## config.mk

```make
export PLATFORM = sky130hd
export DESIGN_NAME = ysyx_24110006_issue_ctrl
export DESIGN_NICKNAME = d
export VERILOG_FILES = /design/src/rtl/ysyx_24110006_issue_ctrl.sv
export SDC_FILE = /design/constraint.sdc
export NUM_CORES = 1
export LEC_CHECK = 0
export ABC_AREA = 0
export BUFFER_PORTS_ARGS = -buffer_cell sky130_fd_sc_hd__buf_2
export CAP_MARGIN = 10
export CORE_UTILIZATION = 55
export DETAILED_ROUTE_END_ITERATION = 12
export GPL_TIMING_DRIVEN = 0
export PLACE_DENSITY = 0.74
export SYNTH_ARGS = -nofsm -noshare
export SYNTH_HDL_FRONTEND = slang
export SYNTH_SLANG_ARGS = --single-unit
```

## constraint.sdc

```tcl
create_clock -name i_clock -period 3.3 [get_ports i_clock]
set_input_delay 0.495 -clock i_clock [delete_from_list [all_inputs] [get_ports i_clock]]
set_output_delay 0.495 -clock i_clock [all_outputs]
set_load 0.01 [all_outputs]
```

## src/rtl/ysyx_24110006_issue_ctrl.sv

```systemverilog
// ysyx_24110006_issue_ctrl
// In-order issue controller sitting between decode and EXU.
//  - Per-register scoreboard of pending writes (x0 untracked) plus an
//    in-flight counter; generates o_stall / o_issue.
//  - CSR/mret/fence ("serial") instructions issue alone into an empty
//    pipeline and block all younger issue until they retire.
//  - A decode exception drains the pipeline, then raises a one-cycle trap.
//  - An EXU redirect flushes the front end and abandons any pending trap.
// Optional feature macro: ISSUE_PERF_EN adds three 32-bit stall-cause
// counters (o_perf_raw, o_perf_full, o_perf_serial).
// A writeback with nothing in flight is illegal; all counters saturate at
// zero instead of wrapping.

module ysyx_24110006_issue_ctrl #(
  parameter int MAX_INFLIGHT = 3,
  parameter int CNT_W        = 2
) (
  input  logic             i_clock,
  input  logic             i_reset,
  input  logic             i_id_valid,
  input  logic [4:0]       i_id_rs1,
  input  logic             i_id_rs1_en,
  input  logic [4:0]       i_id_rs2,
  input  logic             i_id_rs2_en,
  input  logic [4:0]       i_id_rd,
  input  logic             i_id_wen,
  input  logic             i_id_serial,
  input  logic             i_id_exc,
  input  logic             i_ex_ready,
  input  logic             i_wb_valid,
  input  logic [4:0]       i_wb_rd,
  input  logic             i_wb_wen,
  input  logic             i_redirect,
  output logic             o_issue,
  output logic             o_stall,
  output logic             o_flush,
  output logic             o_trap,
  output logic [CNT_W-1:0] o_inflight
`ifdef ISSUE_PERF_EN
  ,
  output logic [31:0]      o_perf_raw,
  output logic [31:0]      o_perf_full,
  output logic [31:0]      o_perf_serial
`endif
);

  typedef enum logic [1:0] {
    ST_RUN    = 2'd0,
    ST_SERIAL = 2'd1,
    ST_DRAIN  = 2'd2
  } state_t;

  state_t           r_state;
  state_t           w_state_next;
  logic             r_rst_dly;
  logic [CNT_W-1:0] r_inflight;
  logic [31:0]      w_busy;
  logic             w_quiet;
  logic             w_raw;
  logic             w_full;
  logic             w_serial_block;
  logic             w_stall;
  logic             w_issue;
  logic             w_trap;

  // Remember that reset was asserted last cycle: outputs stay quiet then too.
  always_ff @(posedge i_clock) begin
    r_rst_dly <= i_reset;
  end

  assign w_quiet = i_reset || r_rst_dly;

  // x0 is hardwired zero and never has a pending write.
  assign w_busy[0] = 1'b0;

  generate
    for (genvar gi = 1; gi < 32; gi++) begin : g_sb
      logic [CNT_W-1:0] r_cnt;
      logic             w_inc;
      logic             w_dec;

      assign w_inc = w_issue && i_id_wen && (i_id_rd == 5'(gi));
      assign w_dec = i_wb_valid && i_wb_wen && (i_wb_rd == 5'(gi));

      // Pending-write counter for register gi; simultaneous inc/dec cancel.
      always_ff @(posedge i_clock) begin
        if (i_reset) begin
          r_cnt <= '0;
        end else if (w_inc && !w_dec) begin
          r_cnt <= r_cnt + CNT_W'(1);
        end else if (w_dec && !w_inc && (r_cnt != '0)) begin
          r_cnt <= r_cnt - CNT_W'(1);
        end
      end

      assign w_busy[gi] = (r_cnt != '0);
    end
  endgenerate

  // Hazards use only registered state, so a writeback frees readers next cycle.
  assign w_raw = (i_id_rs1_en && (i_id_rs1 != 5'd0) && w_busy[i_id_rs1]) ||
                 (i_id_rs2_en && (i_id_rs2 != 5'd0) && w_busy[i_id_rs2]);
  assign w_full         = (r_inflight == CNT_W'(MAX_INFLIGHT));
  assign w_serial_block = i_id_serial && (r_inflight != '0);

  assign w_stall = !w_quiet && i_id_valid &&
                   (w_raw || w_full || w_serial_block || i_id_exc || (r_state != ST_RUN));
  assign w_issue = !w_quiet && i_id_valid && !w_stall && i_ex_ready &&
                   !i_redirect && !i_id_exc;

  // In-flight count: +1 per issue, -1 per retire, saturating at zero.
  always_ff @(posedge i_clock) begin
    if (i_reset) begin
      r_inflight <= '0;
    end else if (w_issue && !i_wb_valid) begin
      r_inflight <= r_inflight + CNT_W'(1);
    end else if (i_wb_valid && !w_issue && (r_inflight != '0)) begin
      r_inflight <= r_inflight - CNT_W'(1);
    end
  end

  // Issue-mode state register.
  always_ff @(posedge i_clock) begin
    if (i_reset) begin
      r_state <= ST_RUN;
    end else begin
      r_state <= w_state_next;
    end
  end

  // Next-state and trap decode; a redirect always wins and cancels a trap.
  always_comb begin
    w_state_next = r_state;
    w_trap       = 1'b0;
    case (r_state)
      ST_RUN: begin
        if (w_issue && i_id_serial) begin
          w_state_next = ST_SERIAL;
        end else if (!w_quiet && i_id_valid && i_id_exc && !i_redirect) begin
          w_state_next = ST_DRAIN;
        end
      end
      ST_SERIAL: begin
        if (r_inflight == '0) begin
          w_state_next = ST_RUN;
        end
      end
      ST_DRAIN: begin
        if ((r_inflight == '0) && !w_quiet) begin
          w_trap       = !i_redirect;
          w_state_next = ST_RUN;
        end
      end
      default: begin
        w_state_next = ST_RUN;
      end
    endcase
    if (i_redirect) begin
      w_state_next = ST_RUN;
    end
  end

  assign o_issue    = w_issue;
  assign o_stall    = w_stall;
  assign o_trap     = w_trap;
  assign o_flush    = !w_quiet && (i_redirect || w_trap);
  assign o_inflight = r_inflight;

`ifdef ISSUE_PERF_EN
  logic [31:0] r_perf_raw;
  logic [31:0] r_perf_full;
  logic [31:0] r_perf_serial;

  // Stall-cycle counters, one cause per cycle with priority raw > full > serial.
  always_ff @(posedge i_clock) begin
    if (i_reset) begin
      r_perf_raw    <= '0;
      r_perf_full   <= '0;
      r_perf_serial <= '0;
    end else if (w_stall) begin
      if (w_raw) begin
        r_perf_raw <= r_perf_raw + 32'd1;
      end else if (w_full) begin
        r_perf_full <= r_perf_full + 32'd1;
      end else if (w_serial_block) begin
        r_perf_serial <= r_perf_serial + 32'd1;
      end
    end
  end

  assign o_perf_raw    = r_perf_raw;
  assign o_perf_full   = r_perf_full;
  assign o_perf_serial = r_perf_serial;
`endif

endmodule
```

==> run_results.csv, run 1 <==
group,metric,value,unit
placement,dp.cells,900,
worst_setup_path,cp_data_arrival_time,3.55,ns
drt,dr.first_iter.drc_count,556,
placement,dp_hpwl,14.4,mm
logic_synthesis,ys_async_sr_fraction,0,
clock_tree,cts-root-buf,"clkbuf_8",
final_layout,layout-drive-gt1-share,0.144,
logic_synthesis,synth_top_cell_area_share,0.238,
floorplan,fp.dieW,103,um
logic_synthesis,yosysWarnings,0,
final_layout,final_cells,913,
clock_tree,htreeDepth,3,
worst_setup_path,worst-path-max-fanout,8,
logic_synthesis,syn_area_per_cell,7.67,sq um
floorplan,ioPinCount,38,
timing,slew_violations,0,
logic_synthesis,synth_top_cell_by_area,"dfxtp_1",
run,drv_cap,0,
final_layout,layout_commonest_cell,"nand2_1",
floorplan,start_util,0.572,
drt,route.vias.total,6258,
final_layout,final_core_util,0.622,
worst_setup_path,cp-start-kind,"flop",
logic_synthesis,syn_inst,736,
final_layout,multi_input_area,0.00396,sq mm
floorplan,fp.coreArea,0.00986,sq mm
timing,fmax,306,MHz
final_layout,area_growth,8.74,%
logic_synthesis,synth-seq-cells,67,
timing,skew,0.0141,ns
drt,routedWlPerCell,21.0,um
clock_tree,clkTransAtPathRegs,0.07,ns
final_layout,nets,810,
worst_setup_path,crit_type,"reg -> reg",
clock_tree,clk_latency,0.38,ns
final_layout,final_area,0.00614,sq mm
final_layout,layout.area.seq,0.00134,sq mm
grt,grt_first_pass_wirelength,30.2,mm
logic_synthesis,synthTopCellsByArea,"dfxtp_1 (24%), a211oi_1 (5.6%), nand2_1 (5.6%)",
outcome,status,"completed",
timing,min_period,3.27,ns
drt,drc,0,
logic_synthesis,ys_types,74,
worst_setup_path,slowest_delay,0.54,ns
drt,via_per_inst,6.85,
grt,grt-ovfl-total,0,
timing,period_share,0.992,
clock_tree,cts_max_path_buffers,2,
logic_synthesis,syn-num-nets,768,
clock_tree,cts_buffers,9,
final_layout,insertedDiodeCount,0,
timing,worst_pin_slew,0.876,ns
power_and_ir_drop,p_per_area,273,mW/mm^2
grt,antenna_found_initial,0,
drt,wl,19.2,mm
placement,io_buffers,31,
floorplan,die_area,0.0107,sq mm
power_and_ir_drop,p_leak,0.00171,uW
clock_tree,cts_tree,"built",
hold_path,hold_path_class,"in -> reg",
floorplan,die_h,103,um
drt,drt_pass1_iterations,8,
logic_synthesis,synth-main-ff-cell,"dfxtp_1",
timing,max_slew_margin,0.416,
grt,grt_pass1_vias,5870,
worst_setup_path,cp-end-kind,"flop",
drt,ant_nets,0,
power_and_ir_drop,vdd_ir_drop_max,253,uV
timing,hold_slack,0.229,ns
floorplan,rows,36,
placement,place_area,0.00596,sq mm
logic_synthesis,synth-edff-count,0,
worst_setup_path,path_cells,"nor2_1 -> mux4_2 -> a21oi_1 -> nand4_1 -> o211ai_2 -> buf_4 -> or2_2 -> clkbuf_1 -> o22ai_1 -> a221oi_1",
placement,gp_congestion,0.990,
timing,rsz0062_at_grt,"true",
worst_setup_path,critPathSlowestCell,"clkbuf_1",
clock_tree,hold_buffers,0,
worst_setup_path,critPathRequiredTime,3.58,ns
grt,grt_max_degree,20,
final_layout,final_cell_mix,"nand2_1 (84), nor2_1 (80), dfxtp_1 (67), nor3_1 (47), inv_1 (45)",
final_layout,nFillCells,876,
logic_synthesis,ys_seq_area_frac,0.238,
grt,grt_usage,0.383,
timing,finalHoldViolations,0,
logic_synthesis,syn_area,0.00564,sq mm
clock_tree,cts_sinks,67,
timing,setup_viol,0,
## Yosys cell counts (6+ instances only)
master and count:
a2111oi_0 8, a211oi_1 42, a21oi_1 14, a221oi_1 9, a311oi_1 8, and3_1 12, buf_2 11, clkbuf_1 25
dfxtp_1 67, inv_1 45, mux2i_1 19, mux4_2 11, nand2_1 84, nand2b_1 12, nand3_1 24, nand3b_1 6
nand4_1 8, nor2_1 80, nor2b_1 10, nor3_1 47, nor3b_1 6, nor4_1 12, nor4_2 8, nor4_4 6
o21ai_0 27, o21ai_1 6, o22ai_1 11, o311a_1 7, or3b_1 6, xnor2_1 12
## power by group
group | internal [uW] | switching (uW) | leakage (uW) | total (uW)
logic | 69.5 | 193 | 0.00109 | 262
registers | 809 | 1.02 | 0.000540 | 810
clock network | 282 | 323 | 0.0000754 | 605
## stage by stage
stage          setup WS [ns]  setup TNS (ns)  total power, uW
3_5_place_dp          -0.207           -1.88             1080
2_1_floorplan          0.514               0              981
4_1_cts               0.0131               0             1680
5_1_grt             -0.00816        -0.00816             1730
6_report              0.0280               0             1680
3_3_place_gp          -0.183          -0.397             1070
## layout make-up
class / count / share of cell area
Timing Repair Buffer: 32 / 0.0265
Clock buffer: 13 / 0.0243
Sequential cell: 67 / 0.219
Tap cell: 133 / 0.0271
Inverter: 47 / 0.0288
Buffer: 39 / 0.0300
Multi-Input combinational cell: 582 / 0.645
## worst paths after layout
| kind | endpoint | cells past startpoint | startpoint | slack, ns |
|---|---|---|---|---|
| max reg2reg | g_sb[25].r_cnt[0] | 10 | g_sb[20].r_cnt[0] | 0.03 |
| min reg2reg | r_state[1] | 1 | r_state[0] | 0.48 |
| max | g_sb[25].r_cnt[0] | 10 | g_sb[20].r_cnt[0] | 0.03 |
| min | r_rst_dly | 1 | i_reset | 0.23 |
## worst max-delay path, delay by kind of cell (launching register included)
family / cells / cell delay, ns
AO/OA/AOI/OAI: 4 / 0.96
buffers and inverters: 2 / 0.76
multiplexers: 1 / 0.51
AND/OR/NAND/NOR: 3 / 0.55
flip-flops: 1 / 0.41
## layer usage
layer  part of all wire  global-route usage
met1               0.39               0.475
met2               0.43               0.599
met3               0.12              0.0988
met4              0.059               0.232
met5                  0                   0
## flip-flops by register name (all words and copies together) (netlist names)
signal and count:
g_sb.r_cnt 62, o_inflight 2, r_state 2, r_rst_dly 1
## cells by family after synthesis
kind of cell               count (synthesis)  share of synthesized area
adders and majority gates                  1                    0.00177
muxes                                     31                     0.0823
AOI/OAI and AO/OA                        182                      0.247
and+or+nand+nor                          356                      0.348
xor gates and xnor gates                  12                     0.0186
buffers and inverters                     87                     0.0643
DFF                                       67                      0.238
## what timing repair did
action                     4_1_cts  5_1_grt
setup buffers                    1        0
gates resized for setup          1        3
setup endpoints to repair        1        1
pin swaps                        1        0
Note: power is estimated with default switching activity, not from simulation.
==> inputs of run 2 (changes only) <==
CORE_UTILIZATION = 60   (was 55)
PLACE_DENSITY = 0.79   (was 0.74)
REMOVE_ABC_BUFFERS = 1   (was unset)
==> run_results.csv, run 2 (same netlist as run 1, synthesis figures left out) <==
group,metric,value,unit
final_layout,largest_register_ffs,62,
final_layout,nets,785,
drt,drc,0,
placement,dp.cells,847,
grt,grt_max_degree,75,
timing,finalHoldViolations,0,
timing,hold_slack,0.329,ns
drt,routedWlPerCell,19.9,um
run,drv_cap,0,
final_layout,layout-drive-gt1-share,0.161,
clock_tree,cts_max_path_buffers,2,
floorplan,die_h,99.0,um
drt,wl,17.3,mm
hold_path,hold_start,"i_redirect",
worst_setup_path,cp-end-kind,"primary output",
timing,fmax,308,MHz
power_and_ir_drop,vdd_ir_drop_max,234,uV
clock_tree,clk_latency,0.38,ns
floorplan,rows,35,
worst_setup_path,startpoint,"g_sb[16].r_cnt[0]",
timing,skew,0.0192,ns
drt,drt_pass1_iterations,6,
placement,io_buffers,37,
grt,grt_pass1_vias,5750,
final_layout,nFillCells,783,
timing,slew_violations,0,
clock_tree,htreeDepth,3,
worst_setup_path,worst-path-max-fanout,9,
floorplan,start_util,0.614,
grt,antenna_found_initial,0,
timing,max_slew_margin,0.245,
power_and_ir_drop,p_per_area,316,mW/mm^2
clock_tree,cts_tree,"built",
final_layout,layout.area.seq,0.00134,sq mm
placement,gp_congestion,0.974,
worst_setup_path,critPathRequiredTime,2.80,ns
power_and_ir_drop,p_leak,0.00174,uW
worst_setup_path,cp_data_arrival_time,2.76,ns
timing,rsz0062_at_grt,"false",
final_layout,area_growth,9.98,%
clock_tree,cts-root-buf,"clkbuf_8",
outcome,status,"completed",
drt,dr.first_iter.drc_count,781,
timing,setup_viol,0,
final_layout,final_cells,869,
grt,grt-ovfl-total,0,
final_layout,layout_commonest_cell,"nand2_1",
floorplan,ioPinCount,38,
drt,route.vias.total,6110,
clock_tree,cts_sinks,67,
hold_path,hold_path_class,"in -> reg",
worst_setup_path,cp-start-kind,"flop",
placement,dp_hpwl,12.0,mm
timing,worst_pin_slew,1.13,ns
grt,grt_first_pass_wirelength,28.2,mm
grt,grt_usage,0.365,
drt,ant_nets,0,
clock_tree,clkTransAtPathRegs,0.09,ns
timing,period_share,0.985,
final_layout,final_cell_mix,"nand2_1 (84), nor2_1 (79), dfxtp_1 (67), nor3_1 (47), inv_1 (45)",
final_layout,multi_input_area,0.00401,sq mm
final_layout,insertedDiodeCount,0,
worst_setup_path,regToRegSetupSlack,0.06,ns
clock_tree,cts_buffers,9,
floorplan,fp.dieW,99.0,um
worst_setup_path,crit_type,"reg -> out",
timing,min_period,3.25,ns
drt,via_per_inst,7.03,
floorplan,fp.coreArea,0.00920,sq mm
worst_setup_path,r2r_start,"g_sb[12].r_cnt[0]",
clock_tree,hold_buffers,0,
final_layout,regMostFlops,"g_sb.r_cnt",
floorplan,die_area,0.00980,sq mm
## run 2: critical path, cell delays in order, from the launching register on
cell and delay (ns):
dfxtp_1 0.33, nor2_1 0.39, mux4_2 0.33, mux2i_1 0.06, o2bb2ai_1 0.52, o211ai_4 0.17, buf_4 0.23, nor3_1 0.20
buf_2 0.16
## run 2: cell type report
type                            instances  area share
Timing Repair Buffer                   46      0.0464
Tap cell                              111      0.0224
Multi-Input combinational cell        582       0.647
Clock buffer                           10      0.0222
Sequential cell                        67       0.216
Inverter                               47      0.0284
Clock inverter                          6      0.0179
## run 2: worst paths after layout
check	cells past startpoint	endpoint
setup reg to reg	9	g_sb[30].r_cnt[0]
hold reg to reg	1	g_sb[22].r_cnt[0]
hold / removal	2	r_state[1]
setup / recovery	8	o_issue
## run 2: report_power, final
part	switching, uW	internal (uW)	total (uW)
Combinational	180	70.0	250
Sequential	0.964	809	810
Clock	377	524	902
Total	558	1400	1960
## run 2: layer usage
| metal | part of all wire | vias to the layer above | routed length (um) | track usage |
|---|---|---|---|---|
| li1 | - | 2804 | - | - |
| met3 | 0.11 | 101 | 1940 | 0.0965 |
| met5 | 0 | - | 0 | 0 |
| met4 | 0.045 | 0 | 785 | 0.175 |
| met2 | 0.46 | 388 | 7920 | 0.597 |
| met1 | 0.39 | 2817 | 6670 | 0.447 |
## run 2: repair_timing
item | in CTS | in global routing
endpoints found under the setup margin | 61 | 6
gates resized for setup | 5 | 6
pin swaps | 0 | 2
setup buffers | 0 | 6
## run 2: per-stage QoR
step,area (sq um),power (uW),setup slack [ns],setup TNS (ns),util
floorplan,5460,944,-0.642,-23.23,-
global placement,5780,1040,-1.84,-92.23,0.629
detailed placement,5850,1060,-1.25,-54.29,0.636
CTS,6120,1940,0.0241,0,0.666
global route,6210,2000,0.00403,0,0.675
finish,6210,1960,0.0498,0,0.675
